===== src/rtl/alu_input_fsm_if.sv =====
// alu_input_fsm_if: bundles the operator-facing inputs (abort, button, switches)
// and the load-enable/data bus that the sequencer drives toward the ALU registers.
// The master side is whoever drives the switches and button. The slave side is
// the sequencer itself.
interface alu_input_fsm_if #(
   parameter int N   = 4,
   parameter int OPW = 4
);
   logic           clr;
   logic           btn;
   logic [N-1:0]   sw;
   logic [N-1:0]   ld_data;
   logic [OPW-1:0] ld_op;
   logic           en_a;
   logic           en_b;
   logic           en_op;
   logic           en_res;
   logic [2:0]     state;
   logic           done;

   modport master (
      output clr, btn, sw,
      input  ld_data, ld_op, en_a, en_b, en_op, en_res, state, done
   );

   modport slave (
      input  clr, btn, sw,
      output ld_data, ld_op, en_a, en_b, en_op, en_res, state, done
   );
endinterface


===== src/rtl/alu_input_fsm.sv =====
// alu_input_fsm: debounces one push-button and walks the operator through
// loading operand A, operand B and the opcode, then strobes the result register.
// Each step produces a one-cycle load enable together with a registered copy of
// the switch bank. done stays high while a result is on display.
module alu_input_fsm #(
   parameter int N               = 4,
   parameter int OPW             = 4,
   parameter int DEBOUNCE_CYCLES = 16
) (
   input logic              clk,
   input logic              rst,
   alu_input_fsm_if.slave   bus
);

   localparam int CW = $clog2(DEBOUNCE_CYCLES) + 1;

   typedef enum logic [2:0] {
      S_A    = 3'd0,
      S_B    = 3'd1,
      S_OP   = 3'd2,
      S_EXEC = 3'd3,
      S_SHOW = 3'd4
   } state_t;

   logic          r_sync1;
   logic          r_sync2;
   logic [1:0]    r_fill;
   logic          r_stable;
   logic [CW-1:0] r_cnt;
   logic          r_press;
   logic          r_armed;

   state_t        r_state;
   logic [N-1:0]  r_ld_data;
   logic          r_en_a;
   logic          r_en_b;
   logic          r_en_op;
   logic          r_en_res;
   logic          r_done;

   logic          w_sync;
   logic          w_syncValid;

   assign w_sync      = r_sync2;
   assign w_syncValid = r_fill[1];

   // Two-flop synchronizer for the raw button. r_fill marks when both flops hold
   // real samples again after a reset, so the cleared flops are not mistaken for
   // a released button.
   always_ff @(posedge clk) begin
      if (rst) begin
         r_sync1 <= 1'b0;
         r_sync2 <= 1'b0;
         r_fill  <= 2'b00;
      end else begin
         r_sync1 <= bus.btn;
         r_sync2 <= r_sync1;
         r_fill  <= {r_fill[0], 1'b1};
      end
   end

   // Debouncer: the stable level flips only after DEBOUNCE_CYCLES consecutive
   // disagreeing samples, and a press is a registered pulse on a stable 0->1 flip.
   // r_armed is set only after a genuine low level has been seen, so a button
   // held through reset does not count as a press until it is released.
   always_ff @(posedge clk) begin
      if (rst) begin
         r_stable <= 1'b0;
         r_cnt    <= '0;
         r_press  <= 1'b0;
         r_armed  <= 1'b0;
      end else begin
         r_press <= 1'b0;
         if (w_syncValid && !w_sync) begin
            r_armed <= 1'b1;
         end
         if (w_sync != r_stable) begin
            if (r_cnt == CW'(DEBOUNCE_CYCLES - 1)) begin
               r_stable <= w_sync;
               r_cnt    <= '0;
               r_press  <= w_sync & r_armed;
            end else begin
               r_cnt <= r_cnt + CW'(1);
            end
         end else begin
            r_cnt <= '0;
         end
      end
   end

   // Sequencer: advances on each press and issues exactly one enable per step.
   // Abort takes priority over a press on the same edge, and the unused state
   // codes fall back to operand-A entry.
   always_ff @(posedge clk) begin
      if (rst) begin
         r_state   <= S_A;
         r_ld_data <= '0;
         r_en_a    <= 1'b0;
         r_en_b    <= 1'b0;
         r_en_op   <= 1'b0;
         r_en_res  <= 1'b0;
         r_done    <= 1'b0;
      end else begin
         r_en_a   <= 1'b0;
         r_en_b   <= 1'b0;
         r_en_op  <= 1'b0;
         r_en_res <= 1'b0;
         if (bus.clr) begin
            r_state <= S_A;
            r_done  <= 1'b0;
         end else begin
            case (r_state)
               S_A: begin
                  if (r_press) begin
                     r_state   <= S_B;
                     r_en_a    <= 1'b1;
                     r_ld_data <= bus.sw;
                  end
               end
               S_B: begin
                  if (r_press) begin
                     r_state   <= S_OP;
                     r_en_b    <= 1'b1;
                     r_ld_data <= bus.sw;
                  end
               end
               S_OP: begin
                  if (r_press) begin
                     r_state   <= S_EXEC;
                     r_en_op   <= 1'b1;
                     r_ld_data <= bus.sw;
                  end
               end
               S_EXEC: begin
                  r_state  <= S_SHOW;
                  r_en_res <= 1'b1;
                  r_done   <= 1'b1;
               end
               S_SHOW: begin
                  if (r_press) begin
                     r_state <= S_A;
                     r_done  <= 1'b0;
                  end
               end
               default: begin
                  r_state <= S_A;
                  r_done  <= 1'b0;
               end
            endcase
         end
      end
   end

   assign bus.ld_data = r_ld_data;
   assign bus.ld_op   = r_ld_data[OPW-1:0];
   assign bus.en_a    = r_en_a;
   assign bus.en_b    = r_en_b;
   assign bus.en_op   = r_en_op;
   assign bus.en_res  = r_en_res;
   assign bus.state   = r_state;
   assign bus.done    = r_done;

endmodule


===== src/flat_wrapper.sv =====
// flat-port wrapper written by rule: the top's interface ports become plain ports
module alu_input_fsm_flat 
#(
   parameter int N               = 4,
   parameter int OPW             = 4,
   parameter int DEBOUNCE_CYCLES = 16
)
  (clk, rst, bus_clr, bus_btn, bus_sw, bus_ld_data, bus_ld_op, bus_en_a, bus_en_b, bus_en_op, bus_en_res, bus_state, bus_done);
  alu_input_fsm_if #(.N(N), .OPW(OPW)) bus_i ();
  input logic clk;
  input logic rst;
  input wire logic [$bits(bus_i.clr)-1:0] bus_clr;
  input wire logic [$bits(bus_i.btn)-1:0] bus_btn;
  input wire logic [$bits(bus_i.sw)-1:0] bus_sw;
  output wire logic [$bits(bus_i.ld_data)-1:0] bus_ld_data;
  output wire logic [$bits(bus_i.ld_op)-1:0] bus_ld_op;
  output wire logic [$bits(bus_i.en_a)-1:0] bus_en_a;
  output wire logic [$bits(bus_i.en_b)-1:0] bus_en_b;
  output wire logic [$bits(bus_i.en_op)-1:0] bus_en_op;
  output wire logic [$bits(bus_i.en_res)-1:0] bus_en_res;
  output wire logic [$bits(bus_i.state)-1:0] bus_state;
  output wire logic [$bits(bus_i.done)-1:0] bus_done;
  assign bus_i.clr = bus_clr;
  assign bus_i.btn = bus_btn;
  assign bus_i.sw = bus_sw;
  assign bus_ld_data = bus_i.ld_data;
  assign bus_ld_op = bus_i.ld_op;
  assign bus_en_a = bus_i.en_a;
  assign bus_en_b = bus_i.en_b;
  assign bus_en_op = bus_i.en_op;
  assign bus_en_res = bus_i.en_res;
  assign bus_state = bus_i.state;
  assign bus_done = bus_i.done;
  alu_input_fsm #(.N(N), .OPW(OPW), .DEBOUNCE_CYCLES(DEBOUNCE_CYCLES)) u_core (.clk(clk), .rst(rst), .bus(bus_i));
endmodule

===== config.mk =====
export PLATFORM = sky130hd
export DESIGN_NAME = alu_input_fsm_flat
export DESIGN_NICKNAME = d
export VERILOG_FILES = /design/src/rtl/alu_input_fsm_if.sv /design/src/rtl/alu_input_fsm.sv /design/src/flat_wrapper.sv
export SDC_FILE = /design/constraint.sdc
export NUM_CORES = 1
export LEC_CHECK = 0
export ABC_AREA = 1
export CORE_MARGIN = 2
export CORE_UTILIZATION = 47
export CTS_CLUSTER_SIZE = 16
export DETAILED_ROUTE_END_ITERATION = 12
export HOLD_SLACK_MARGIN = 0.08
export PLACE_DENSITY = 0.83
export SETUP_SLACK_MARGIN = 0.02
export SLEW_MARGIN = 10
export SYNTH_ARGS = -nofsm -noshare
export SYNTH_HDL_FRONTEND = slang
export SYNTH_SLANG_ARGS = --single-unit

===== constraint.sdc =====
create_clock -name clk -period 1.7 [get_ports clk]
set_clock_uncertainty 0.05 [all_clocks]
set_input_delay 0.51 -clock clk [delete_from_list [all_inputs] [get_ports clk]]
set_output_delay 0.51 -clock clk [all_outputs]
set_load 0.005 [all_outputs]

==> Flow_metrics.wiki <==
{| class="wikitable"
! Metric !! Value
|-
| Detailed-routing iteration count for the pre-antenna-repair pass || 4
|-
| Filler cell count in the final layout || roughly 180
|-
| DRC violation count after routing || 0
|-
| Share of the clock period used by the worst path after layout || between 90% and 100%
|-
| Post-synthesis net count || between 100 and 150
|-
| Peak fanout along the critical path || 2
|-
| Distinct cells, synth || 23
|-
| FF/Latch Area || about 490 um^2
|-
| Maximum root-to-sink buffer count || 2
|-
| IR Drop Worst-Case VDD || about 0.61 mV
|-
| Number of max-slew violations in the final report || 0
|-
| Type of element capturing the critical path || output port
|-
| Area growth from synthesis to layout || 34.8%
|-
| Port-buffer cells || 23
|-
| Transition time at the pin with the least slew margin || 269 ps
|-
| Antenna violations before repair || 0
|-
| Number of global-route vias before repair || between 700 and 800
|-
| Clock Sink Count || 24
|-
| Total power divided by cell area || 788 nW/um^2
|-
| Detailed placer's ending HPWL || roughly 1300 um
|-
| Run status || finished clean
|-
| Io pins || 24
|-
| Initial drt markers || 24
|-
| Synth Warn # || 0
|-
| Count of maximum capacitance violations || 0
|-
| Worst EP arrival || roughly 1000 ps
|-
| Sort of element at the start of the critical path || flip-flop
|-
| Worst setup path category || reg2out
|-
| Post-synthesis sequential area ratio || approximately 50%
|-
| Fraction of the core area covered by cells at the end of the flow || about two thirds
|-
| H-tree level count || 1
|-
| Setup-failing EPs final || 0
|-
| Worst Setup Slack, final || between 100 and 150 ps
|-
| Post-route non-filler standard cell count || approximately 170
|-
| Setup tns final || 0 ps
|-
| Nets || 156
|-
| Maximum number of pins on one net before global-route repair || 15
|-
| Max_slew headroom || 82.0%
|-
| DP Worst Slack || 54.7 ps
|-
| GRT Util Overall || approximately 17%
|-
| Multi-input logic area || approximately 360 um^2
|-
| Clock tree from TritonCTS || built
|-
| Synthesized flop and latch total || 24
|-
| Synthesized area divided by synthesized cell count || approximately 8.5 um^2
|-
| Number of instances in the synthesized netlist || roughly 110
|-
| Number of buffers inserted by hold repair at cts || 0
|-
| Number of CTS-inserted buffers || 3
|-
| Antenna violation net count after detailed routing || 0
|-
| Fmax achieved || about 630 MHz
|-
| Total standard cell area after synthesis || about 960 um^2
|-
| Global-route wire length before repair || 3110 um
|-
| Hold Fails Final Rpt || 0
|-
| Final antenna diode count || 0
|-
| Post-route minimum period || between 1500 and 2000 ps
|-
| Weighted congestion at the end of routability-driven global placement || 0.726
|-
| Placed cell areas || ~1200 um^2
|-
| Core region area || 1940 um^2
|-
| Clock transition at the registers of the reported paths || about 130 ps
|-
| Vias || 799
|-
| Effective utilization at floorplan || approximately half
|-
| Vias per cell || roughly 4.6
|-
| Cell count after placement || ~160
|-
| CTS root buf || sky130_fd_sc_hd__clkbuf_4
|-
| Overall die width || between 40 and 50 um
|-
| Static leakage || a little over 0.6 nW
|-
| Class of the worst hold path || reg2reg
|-
| Die footprint || about 2400 um^2
|-
| Drt wl/cell || approximately 10 um
|-
| CP required || 1140 ps
|-
| Number of rows in the core area || 16
|-
| Die extent in y || between 40 and 50 um
|-
| Detailed-route wire length || roughly 1800 um
|-
| Global route total overflow || 0
|-
| Setup repair after global routing missed its margin || false
|-
| Skew-Pair Late Insertion Delay || approximately 310 ps
|-
| Post-route design area || approximately 1300 um^2
|-
| Share of cells above drive strength 1 || a little under a quarter
|}
==> critical path, stage by stage (launching register included) <==
cell                            delay, ps
sky130_fd_sc_hd__dfxtp_2              340
sky130_fd_sc_hd__buf_4                120
sky130_fd_sc_hd__dlygate4sd2_1        260
==> through the flow <==
step,hold slack [ps],total power (W)
5_1_grt,399,0.00106
2_1_floorplan,338,0.000611
6_report,368,0.00102
3_3_place_gp,344,0.000631
4_1_cts,370,0.00103
3_5_place_dp,352,0.000632
==> cell usage after synthesis (all sizes together) <==
| cell type | instances | area [um^2] |
|---|---|---|
| o21ai | 2 | 10.0 |
| nand4 | 6 | 52.6 |
| nand3 | 3 | 15.0 |
| a21oi | 5 | 28.8 |
| a31oi | 1 | 6.26 |
| ha | 2 | 25.0 |
| xor2 | 1 | 8.76 |
| buf | 5 | 41.3 |
| nand2 | 13 | 61.3 |
| nor3 | 2 | 10.0 |
| nor2 | 24 | 113 |
| dfxtp | 24 | 480 |
| inv | 23 | 86.3 |
| nor4 | 3 | 25.0 |
==> layer usage <==
layer / up-vias / share of wire, % / track usage, %
met5: - / 0 / 0
met4: 0 / 2.2 / 10.0
met2: 24 / 50 / 28.8
li1: 413 / - / -
met3: 6 / 4.9 / 4.29
met1: 356 / 43 / 19.0
==> final timing paths <==
path | startpoint | to | slack, ps | cells after the start
worst max-delay path | u_core.bus.ld_data[1]$_SDFFE_PP0P_ | bus_ld_op[1] | 110 | 2
worst min-delay path | u_core.r_sync1$_SDFF_PP0_ | u_core.r_sync2$_SDFF_PP0_ | 370 | 2
worst min register to register | u_core.r_sync1$_SDFF_PP0_ | u_core.r_sync2$_SDFF_PP0_ | 370 | 2
worst max register to register | u_core.r_cnt[0]$_SDFF_PP0_ | u_core.r_cnt[2]$_SDFF_PP0_ | 310 | 7
==> sequential cells by signal, summed over array words and instances, names as in the netlist <==
| name | cells |
|---|---|
| u_core.r_cnt | 5 |
| u_core.bus.ld_data | 4 |
| u_core.bus.en_op | 1 |
| u_core.bus.en_a | 1 |
| u_core.r_sync1 | 1 |
| u_core.r_stable | 1 |
| u_core.r_sync2 | 1 |
| u_core.bus.state | 3 |
| u_core.bus.en_b | 1 |
| u_core.r_fill | 2 |
| u_core.bus.en_res | 1 |
| u_core.bus.done | 1 |
| u_core.r_press | 1 |
| u_core.r_armed | 1 |
==> area by class of cell <==
cell class	instances	share of cell area, %
clock buffers	3	1.73
clock inverters	1	2.31
inverters	23	6.65
multi-input cells	62	27.4
flip-flops and latches	24	38.0
well taps	27	2.60
repair buffers	32	21.4
==> report_power, final <==
| group | internal, W | switching [W] |
|---|---|---|
| registers | 0.000568 | 0.00000303 |
| logic | 0.0000235 | 0.0000239 |
| clock network | 0.000238 | 0.000167 |
| total | 0.000830 | 0.000194 |
==> cell families after synthesis <==
family | after synthesis | share of synthesized area, %
AO/OA/AOI/OAI | 8 | 4.67
adder cells (fa/ha/maj) | 2 | 2.60
flip-flops | 24 | 49.9
XOR/XNOR | 1 | 0.909
buffers and inverters | 28 | 13.2
AND/OR/NAND/NOR | 51 | 28.7
==> cell usage in the layout, fill, tap and decap left out, types with 2 or more instances in the layout <==
cell type,count
sky130_fd_sc_hd__inv_1,20
sky130_fd_sc_hd__ha_1,2
sky130_fd_sc_hd__nand4_1,5
sky130_fd_sc_hd__clkdlybuf4s50_1,7
sky130_fd_sc_hd__clkbuf_4,3
sky130_fd_sc_hd__nor3_1,2
sky130_fd_sc_hd__buf_4,9
sky130_fd_sc_hd__dfxtp_1,16
sky130_fd_sc_hd__nand3_1,3
sky130_fd_sc_hd__nand2_1,10
sky130_fd_sc_hd__nor4_1,2
sky130_fd_sc_hd__nor2_1,21
sky130_fd_sc_hd__dlygate4sd2_1,16
sky130_fd_sc_hd__inv_2,3
sky130_fd_sc_hd__nand2_2,2
sky130_fd_sc_hd__nor2_4,3
sky130_fd_sc_hd__a21oi_1,4
sky130_fd_sc_hd__dfxtp_2,7
==> timing repair <==
item | in CTS | in global routing
setup endpoints to repair | 16 | 0
gates resized for setup | 25 | 0
setup buffers | 6 | 0
(Power assumes the default switching activity.)
